## config.mk

```make
export PLATFORM = sky130hd
export DESIGN_NAME = ccip_mmio_csr_resp
export DESIGN_NICKNAME = d
export VERILOG_FILES = /design/src/rtl/ccip_mmio_csr_pkg.sv /design/src/rtl/ccip_event_counter64.sv /design/src/rtl/ccip_mmio_csr_resp.sv
export SDC_FILE = /design/constraint.sdc
export NUM_CORES = 1
export LEC_CHECK = 0
export BUFFER_PORTS_ARGS = -buffer_cell sky130_fd_sc_hd__buf_2
export CAP_MARGIN = 20
export CORE_AREA = 2 2 289 291
export DETAILED_ROUTE_END_ITERATION = 7
export DIE_AREA = 0 0 291 293
export GPL_ROUTABILITY_DRIVEN = 0
export PLACE_DENSITY = 0.45
export SKIP_CTS_REPAIR_TIMING = 1
export SKIP_LAST_GASP = 1
export SYNTH_ARGS = -nofsm -noshare
export SYNTH_HDL_FRONTEND = slang
export SYNTH_SLANG_ARGS = --single-unit
```

## constraint.sdc

```tcl
create_clock -name clk -period 3.3 [get_ports clk]
set_input_delay 0.495 -clock clk [delete_from_list [all_inputs] [get_ports clk]]
set_output_delay 0.495 -clock clk [all_outputs]
set_load 0.05 [all_outputs]
```

## src/rtl/ccip_mmio_csr_pkg.sv

```systemverilog
// Shared types and constants for the CCI-P MMIO CSR endpoint: the minimal CCI-P
// channel structs it touches, the CSR map, CTRL bit positions and the read-stage record.
package ccip_mmio_csr_pkg;

  typedef enum logic [1:0] {
    MMIO_LEN_4B  = 2'b00,
    MMIO_LEN_8B  = 2'b01,
    MMIO_LEN_64B = 2'b10
  } t_ccip_mmioLen;

  typedef struct packed {
    logic [15:0]   address;
    t_ccip_mmioLen length;
    logic          rsvd;
    logic [8:0]    tid;
  } t_ccip_c0_ReqMmioHdr;

  typedef struct packed {
    logic [27:0]  hdr;
    logic [511:0] data;
    logic         rspValid;
    logic         mmioRdValid;
    logic         mmioWrValid;
  } t_if_ccip_c0_Rx;

  typedef struct packed {
    logic           c0TxAlmFull;
    logic           c1TxAlmFull;
    t_if_ccip_c0_Rx c0;
  } t_if_ccip_Rx;

  typedef struct packed {
    logic [8:0] tid;
  } t_ccip_c2_RspMmioHdr;

  typedef struct packed {
    t_ccip_c2_RspMmioHdr hdr;
    logic                mmioRdValid;
    logic [63:0]         data;
  } t_if_ccip_c2_Tx;

  localparam logic [15:0] CSR_DFH_OFS     = 16'h0000;
  localparam logic [15:0] CSR_ID_L_OFS    = 16'h0008;
  localparam logic [15:0] CSR_ID_H_OFS    = 16'h0010;
  localparam logic [15:0] CSR_SCRATCH_OFS = 16'h0020;
  localparam logic [15:0] CSR_CTRL_OFS    = 16'h0028;
  localparam logic [15:0] CSR_STATUS_OFS  = 16'h0030;
  localparam logic [15:0] CSR_RDCNT_OFS   = 16'h0038;
  localparam logic [15:0] CSR_ERR_OFS     = 16'h0040;

  localparam logic [15:0] CSR_DFH_DW     = CSR_DFH_OFS >> 2;
  localparam logic [15:0] CSR_ID_L_DW    = CSR_ID_L_OFS >> 2;
  localparam logic [15:0] CSR_ID_H_DW    = CSR_ID_H_OFS >> 2;
  localparam logic [15:0] CSR_SCRATCH_DW = CSR_SCRATCH_OFS >> 2;
  localparam logic [15:0] CSR_CTRL_DW    = CSR_CTRL_OFS >> 2;
  localparam logic [15:0] CSR_STATUS_DW  = CSR_STATUS_OFS >> 2;
  localparam logic [15:0] CSR_RDCNT_DW   = CSR_RDCNT_OFS >> 2;
  localparam logic [15:0] CSR_ERR_DW     = CSR_ERR_OFS >> 2;

  // QW index = DW address without the DW-within-QW bit
  localparam logic [14:0] CSR_DFH_QW     = CSR_DFH_DW[15:1];
  localparam logic [14:0] CSR_ID_L_QW    = CSR_ID_L_DW[15:1];
  localparam logic [14:0] CSR_ID_H_QW    = CSR_ID_H_DW[15:1];
  localparam logic [14:0] CSR_SCRATCH_QW = CSR_SCRATCH_DW[15:1];
  localparam logic [14:0] CSR_CTRL_QW    = CSR_CTRL_DW[15:1];
  localparam logic [14:0] CSR_STATUS_QW  = CSR_STATUS_DW[15:1];
  localparam logic [14:0] CSR_RDCNT_QW   = CSR_RDCNT_DW[15:1];
  localparam logic [14:0] CSR_ERR_QW     = CSR_ERR_DW[15:1];

  localparam int CTRL_CLR_BIT     = 0;
  localparam int CTRL_ERR_CLR_BIT = 1;

  typedef struct packed {
    logic [8:0]    tid;
    logic [14:0]   qw;
    t_ccip_mmioLen len;
    logic          dw_sel;
  } t_mmio_rd_stage;

endpackage

```

## src/rtl/ccip_event_counter64.sv

```systemverilog
// 64-bit event counter; a clear coinciding with an increment leaves the count at 1.
module ccip_event_counter64 (
  input  logic        clk,
  input  logic        reset,
  input  logic        inc,
  input  logic        clr,
  output logic [63:0] count
);

  always_ff @(posedge clk) begin
    if (reset) begin
      count <= '0;
    end else if (clr) begin
      count <= {63'd0, inc};
    end else if (inc) begin
      count <= count + 64'd1;
    end
  end

endmodule

```

## src/rtl/ccip_mmio_csr_resp.sv

```systemverilog
// CCI-P MMIO CSR endpoint: c0 MMIO requests in, c2 read completions out (2-cycle latency).
// Optional ERR capture CSR at 0x40 enabled by defining CCIP_MMIO_CSR_ERR_LOG_EN.
module ccip_mmio_csr_resp
  import ccip_mmio_csr_pkg::*;
#(
  parameter logic [63:0] DFH_VALUE = 64'h1000_0000_0000_0000,
  parameter logic [63:0] AFU_ID_L  = 64'h0,
  parameter logic [63:0] AFU_ID_H  = 64'h0
) (
  input  logic           clk,
  input  logic           reset,
  input  t_if_ccip_Rx    cp2af_sRx,
  output t_if_ccip_c2_Tx af2cp_c2Tx,
  output logic [63:0]    ctrl_o,
  output logic           ctrl_clr_pulse_o,
  input  logic [63:0]    status_i
);

`ifdef CCIP_MMIO_CSR_ERR_LOG_EN
  localparam logic [63:0] CTRL_W1_MASK = (64'd1 << CTRL_CLR_BIT) | (64'd1 << CTRL_ERR_CLR_BIT);
`else
  localparam logic [63:0] CTRL_W1_MASK = 64'd1 << CTRL_CLR_BIT;
`endif

  function automatic logic [63:0] merge_wr(input logic [63:0] old, input logic [63:0] wdata,
                                           input t_ccip_mmioLen len, input logic dw_sel);
    if (len == MMIO_LEN_8B) return wdata;
    return dw_sel ? {wdata[31:0], old[31:0]} : {old[63:32], wdata[31:0]};
  endfunction

  function automatic logic [63:0] fmt_rd(input logic [63:0] v, input t_ccip_mmioLen len,
                                         input logic dw_sel);
    logic [31:0] dw;
    dw = dw_sel ? v[63:32] : v[31:0];
    return (len == MMIO_LEN_4B) ? {dw, dw} : v;
  endfunction

  t_ccip_c0_ReqMmioHdr req_hdr;
  logic [14:0]         req_qw;
  logic                wr_en, wr_scratch, wr_ctrl, ctrl_clr;
  logic [63:0]         ctrl_next, scratch_q, ctrl_q, rdcnt, rd_value;
  t_mmio_rd_stage      rd_p1;
  logic                vld_p1;
  logic                unused;

  assign req_hdr    = t_ccip_c0_ReqMmioHdr'(cp2af_sRx.c0.hdr);
  assign req_qw     = req_hdr.address[15:1];
  assign wr_en      = cp2af_sRx.c0.mmioWrValid &&
                      (req_hdr.length == MMIO_LEN_4B || req_hdr.length == MMIO_LEN_8B);
  assign wr_scratch = wr_en && (req_qw == CSR_SCRATCH_QW);
  assign wr_ctrl    = wr_en && (req_qw == CSR_CTRL_QW);
  assign ctrl_next  = merge_wr(ctrl_q, cp2af_sRx.c0.data[63:0], req_hdr.length, req_hdr.address[0]);
  assign ctrl_clr   = wr_ctrl && ctrl_next[CTRL_CLR_BIT];
  assign ctrl_o     = ctrl_q;
  assign unused     = ^{cp2af_sRx.c0TxAlmFull, cp2af_sRx.c1TxAlmFull,
                        cp2af_sRx.c0.data[511:64], req_hdr.rsvd};

  always_ff @(posedge clk) begin
    if (reset) begin
      scratch_q        <= '0;
      ctrl_q           <= '0;
      ctrl_clr_pulse_o <= 1'b0;
    end else begin
      if (wr_scratch)
        scratch_q <= merge_wr(scratch_q, cp2af_sRx.c0.data[63:0], req_hdr.length, req_hdr.address[0]);
      if (wr_ctrl)
        ctrl_q <= ctrl_next & ~CTRL_W1_MASK;
      ctrl_clr_pulse_o <= ctrl_clr;
    end
  end

  ccip_event_counter64 u_rdcnt (
    .clk   (clk),
    .reset (reset),
    .inc   (cp2af_sRx.c0.rspValid),
    .clr   (ctrl_clr),
    .count (rdcnt)
  );

`ifdef CCIP_MMIO_CSR_ERR_LOG_EN
  logic [63:0] err_q;
  logic        req_mapped, req_ro, err_hit, err_clr;

  always_comb begin
    req_mapped = 1'b1;
    req_ro     = 1'b1;
    case (req_qw)
      CSR_SCRATCH_QW, CSR_CTRL_QW: req_ro = 1'b0;
      CSR_DFH_QW, CSR_ID_L_QW, CSR_ID_H_QW, CSR_STATUS_QW, CSR_RDCNT_QW, CSR_ERR_QW: req_ro = 1'b1;
      default: begin
        req_mapped = 1'b0;
        req_ro     = 1'b0;
      end
    endcase
  end

  assign err_hit = ((cp2af_sRx.c0.mmioRdValid || cp2af_sRx.c0.mmioWrValid) && !req_mapped) ||
                   (cp2af_sRx.c0.mmioWrValid && req_ro);
  assign err_clr = wr_ctrl && ctrl_next[CTRL_ERR_CLR_BIT];

  // Only the first offender is recorded until software clears the flag
  always_ff @(posedge clk) begin
    if (reset) begin
      err_q <= '0;
    end else if (err_clr) begin
      err_q <= '0;
    end else if (err_hit && !err_q[63]) begin
      err_q <= {1'b1, 47'd0, req_hdr.address};
    end
  end
`endif

  // Stage p1: capture read request
  always_ff @(posedge clk) begin
    if (reset) vld_p1 <= 1'b0;
    else       vld_p1 <= cp2af_sRx.c0.mmioRdValid;
    rd_p1 <= '{tid: req_hdr.tid, qw: req_qw, len: req_hdr.length, dw_sel: req_hdr.address[0]};
  end

  always_comb begin
    rd_value = '0;
    case (rd_p1.qw)
      CSR_DFH_QW:     rd_value = DFH_VALUE;
      CSR_ID_L_QW:    rd_value = AFU_ID_L;
      CSR_ID_H_QW:    rd_value = AFU_ID_H;
      CSR_SCRATCH_QW: rd_value = scratch_q;
      CSR_CTRL_QW:    rd_value = ctrl_q;
      CSR_STATUS_QW:  rd_value = status_i;
      CSR_RDCNT_QW:   rd_value = rdcnt;
`ifdef CCIP_MMIO_CSR_ERR_LOG_EN
      CSR_ERR_QW:     rd_value = err_q;
`endif
      default:        rd_value = '0;
    endcase
  end

  // Stage p2: drive completion
  always_ff @(posedge clk) begin
    if (reset) begin
      af2cp_c2Tx <= '0;
    end else begin
      af2cp_c2Tx.mmioRdValid <= vld_p1;
      af2cp_c2Tx.hdr.tid     <= rd_p1.tid;
      af2cp_c2Tx.data        <= fmt_rd(rd_value, rd_p1.len, rd_p1.dw_sel);
    end
  end

endmodule

```

==> metrics <==
antenna violations before repair 30; Core Rows 105; slew at the pin with the worst max-slew slack 1058 ps; placeable core region 81850 sq um; peak clock frequency supported by timing 348.2 MHz; most frequently used flop master after synthesis sky130_fd_sc_hd__dfxtp_1; dominant combinational cell family by area after synthesis simple AND/OR/NAND/NOR gates; multiplexer fraction of the synthesized cell area 14.57%; number of flops mapped to enable cells by yosys 0; Slew Limit Headroom 29.33%; number of top-level pins 750; total power per unit cell area 500.4 nW/um^2; post-detailed-route DRC marker count 0; final number of hold-violating endpoints 0; Post-Route Utilization 20.27%; synthesized flop and latch total 294; ratio of cells with drive above 1 in the final layout 28.81%; initial standard-cell utilization of the core 15.14%; count of maximum capacitance violations 0; post-synth net total 1974; synthesized instance count 1362; CP required 3740 ps; largest net degree at the start of global routing 128; class of the most critical setup path reg -> reg; critical path data arrival time 3310 ps; first-pass GRT wire length 86050 microns; status finished, final reports clean; total of buffers placed on input and output ports 297; Syn Std Cell Area 12400 sq um; final count of negative-setup-slack endpoints 0; count of clock tree sinks 294; largest fanout on the critical path 14; nature of the critical path endpoint flip-flop; synthesized-area fraction occupied by adder cells 0.1009%; Final TNS setup 0 ps; number of unique standard cell types used by synthesis 37; clk_lat worst skew 560 ps; die outline width 291 microns; area fraction of the dominant cell type after synthesis 47.48%; xor/xnor share of the synthesized area 3.250%; Clock transition at path regs 60 ps; area of the die 85260 sq um; worst hold path class in -> reg; share of synthesized cell area in and, or, nand and nor gates 21.75%; CTS tree built; static leakage 0.006147 uW; Synth area leaders sky130_fd_sc_hd__dfxtp_1, sky130_fd_sc_hd__mux4_2, sky130_fd_sc_hd__nand2_1; routed wire length per instance 22.52 microns; total routing usage reported by global routing 14.14%; number of H-tree levels 2; compound-cell area share of the yosys netlist 9.206%; area added between synthesis and finish 33.84%; Critical Path Start Type flip-flop; Max Buffers Root-to-Sink 3; Post-DP HPWL 46660 microns; Syn Area/Cell 9.101 sq um; final net count 2252; vias in the first global route 11390; clock period minus worst slack 2872 ps; Ys Warns 0; Async SR Flop Fraction 0%; overall die height 293 microns; detail-routed via count per cell 4.195; most area-hungry cell type in the Yosys netlist sky130_fd_sc_hd__dfxtp_1; post-route antenna net violation count 0; setup repair after global routing missed its margin no; overall overflow remaining after global route 0; number of violations reported at the end of detailed-routing iteration 0 939; sequential-to-total area share from yosys stat 47.48%; vias 11530; period utilization 87.02%; number of buffers inserted during clock tree synthesis 39; Initial DRT Pass Iterations 6; worst supply voltage drop on vdd 0.2734 mV; wirelength, routed 61870 microns; number of max-slew violations in the final report 0; Power, Total 8301 uW; Worst Skew 15.77 ps; root buffer selected by CTS sky130_fd_sc_hd__clkbuf_16
[cells in the mapped netlist (19+ instances only)]
cell type / count
sky130_fd_sc_hd__dfxtp_1: 294
sky130_fd_sc_hd__nand2_1: 281
sky130_fd_sc_hd__nor2_1: 156
sky130_fd_sc_hd__a21oi_1: 112
sky130_fd_sc_hd__clkbuf_1: 85
sky130_fd_sc_hd__a22oi_1: 61
sky130_fd_sc_hd__mux4_2: 61
sky130_fd_sc_hd__nand3_1: 56
sky130_fd_sc_hd__mux2i_1: 36
sky130_fd_sc_hd__xor2_1: 29
sky130_fd_sc_hd__nand4_1: 28
sky130_fd_sc_hd__nor4_1: 19
[worst paths after layout]
path	start	end	slack [ps]	cells after the start
worst min register to register	vld_p1$_SDFF_PP0_	af2cp_c2Tx[64]$_SDFF_PP0_	440	1
worst max-delay path	u_rdcnt.count[5]$_SDFFE_PP0P_	u_rdcnt.count[60]$_SDFFE_PP0P_	430	5
worst max register to register	u_rdcnt.count[5]$_SDFFE_PP0P_	u_rdcnt.count[60]$_SDFFE_PP0P_	430	5
worst min-delay path	cp2af_sRx[515]	rd_p1[18]$_DFF_P_	50	1
[cells by family after synthesis]
family | Yosys count
other | 1
AOI/OAI and AO/OA | 192
and+or+nand+nor | 611
adders and majority gates | 1
buffers and inverters | 115
DFF | 294
xor gates and xnor gates | 46
muxes | 102
[worst max-delay path, cell delays in order (launching register included)]
cell                      delay [ps]
sky130_fd_sc_hd__dfxtp_1         480
sky130_fd_sc_hd__nand4_1         280
sky130_fd_sc_hd__or4_1           630
sky130_fd_sc_hd__or4b_4          630
sky130_fd_sc_hd__nor4_1          340
sky130_fd_sc_hd__mux2_2          380
[state kept, by name, summed over array words and instances (netlist names)]
name              cells
af2cp_c2Tx           74
ctrl_clr_pulse_o      1
ctrl_o               63
rd_p1                27
scratch_q            64
u_rdcnt.count        64
vld_p1                1
[power breakdown]
group | leakage, uW | total [uW] | internal, uW | switching (uW)
Sequential | 0.00238 | 3610 | 3580 | 28.8
Combinational | 0.00318 | 537 | 197 | 340
Clock | 0.000589 | 4160 | 2440 | 1720
[layer usage]
metal,vias to the layer above,track usage (%),share of wire (%)
met1,5608,18.35,44
met5,-,0,0.14
li1,5319,-,-
met3,119,4.062,7.5
met4,16,5.548,3.9
met2,465,22.08,44
[layout by cell type (no fill, tap or decap), types with 8 or more instances in the layout]
master,synthesis,final
sky130_fd_sc_hd__inv_1,12,12
sky130_fd_sc_hd__nor2_1,156,155
sky130_fd_sc_hd__nor4_1,19,17
sky130_fd_sc_hd__clkbuf_8,0,8
sky130_fd_sc_hd__clkbuf_16,0,39
sky130_fd_sc_hd__or4_1,8,8
sky130_fd_sc_hd__nand2_1,281,281
sky130_fd_sc_hd__dfxtp_1,294,292
sky130_fd_sc_hd__buf_12,0,8
sky130_fd_sc_hd__nand4_1,28,28
sky130_fd_sc_hd__a22oi_1,61,61
sky130_fd_sc_hd__a21oi_1,112,111
sky130_fd_sc_hd__nand3_1,56,56
sky130_fd_sc_hd__buf_2,4,296
sky130_fd_sc_hd__diode_2,0,12
sky130_fd_sc_hd__xor2_1,29,29
sky130_fd_sc_hd__o21ai_0,9,9
sky130_fd_sc_hd__mux2i_1,36,36
sky130_fd_sc_hd__xnor2_1,17,17
sky130_fd_sc_hd__nor3_1,12,8
sky130_fd_sc_hd__buf_4,1,36
sky130_fd_sc_hd__or3_1,11,11
sky130_fd_sc_hd__nor2b_1,15,14
sky130_fd_sc_hd__mux4_2,61,61
[stage by stage]
stage | worst slack [ps] | std cells | instance area [sq um] | hold slack (ps)
2_1_floorplan | 808.2 | 1362 | 12400 | 413.8
3_3_place_gp | 493.1 | 2669 | 15330 | 422.7
3_5_place_dp | 472.6 | 2669 | 15330 | 430.4
4_1_cts | 452.2 | 2736 | 16560 | 11.22
5_1_grt | 335.5 | 2741 | 16570 | 14.93
6_report | 428.4 | 2748 | 16590 | 47.24
[final cells by class]
type / instances / area, sq um
Tap cell: 1070 / 1339
Multi-Input combinational cell: 953 / 6137
Timing Repair Buffer: 340 / 1912
Clock buffer: 54 / 1112
Sequential cell: 294 / 5893
Inverter: 12 / 45.04
Antenna cell: 12 / 30.03
Fill cell: 8994 / 65260
Clock inverter: 13 / 122.6
Note: power is estimated with default switching activity, not from simulation.
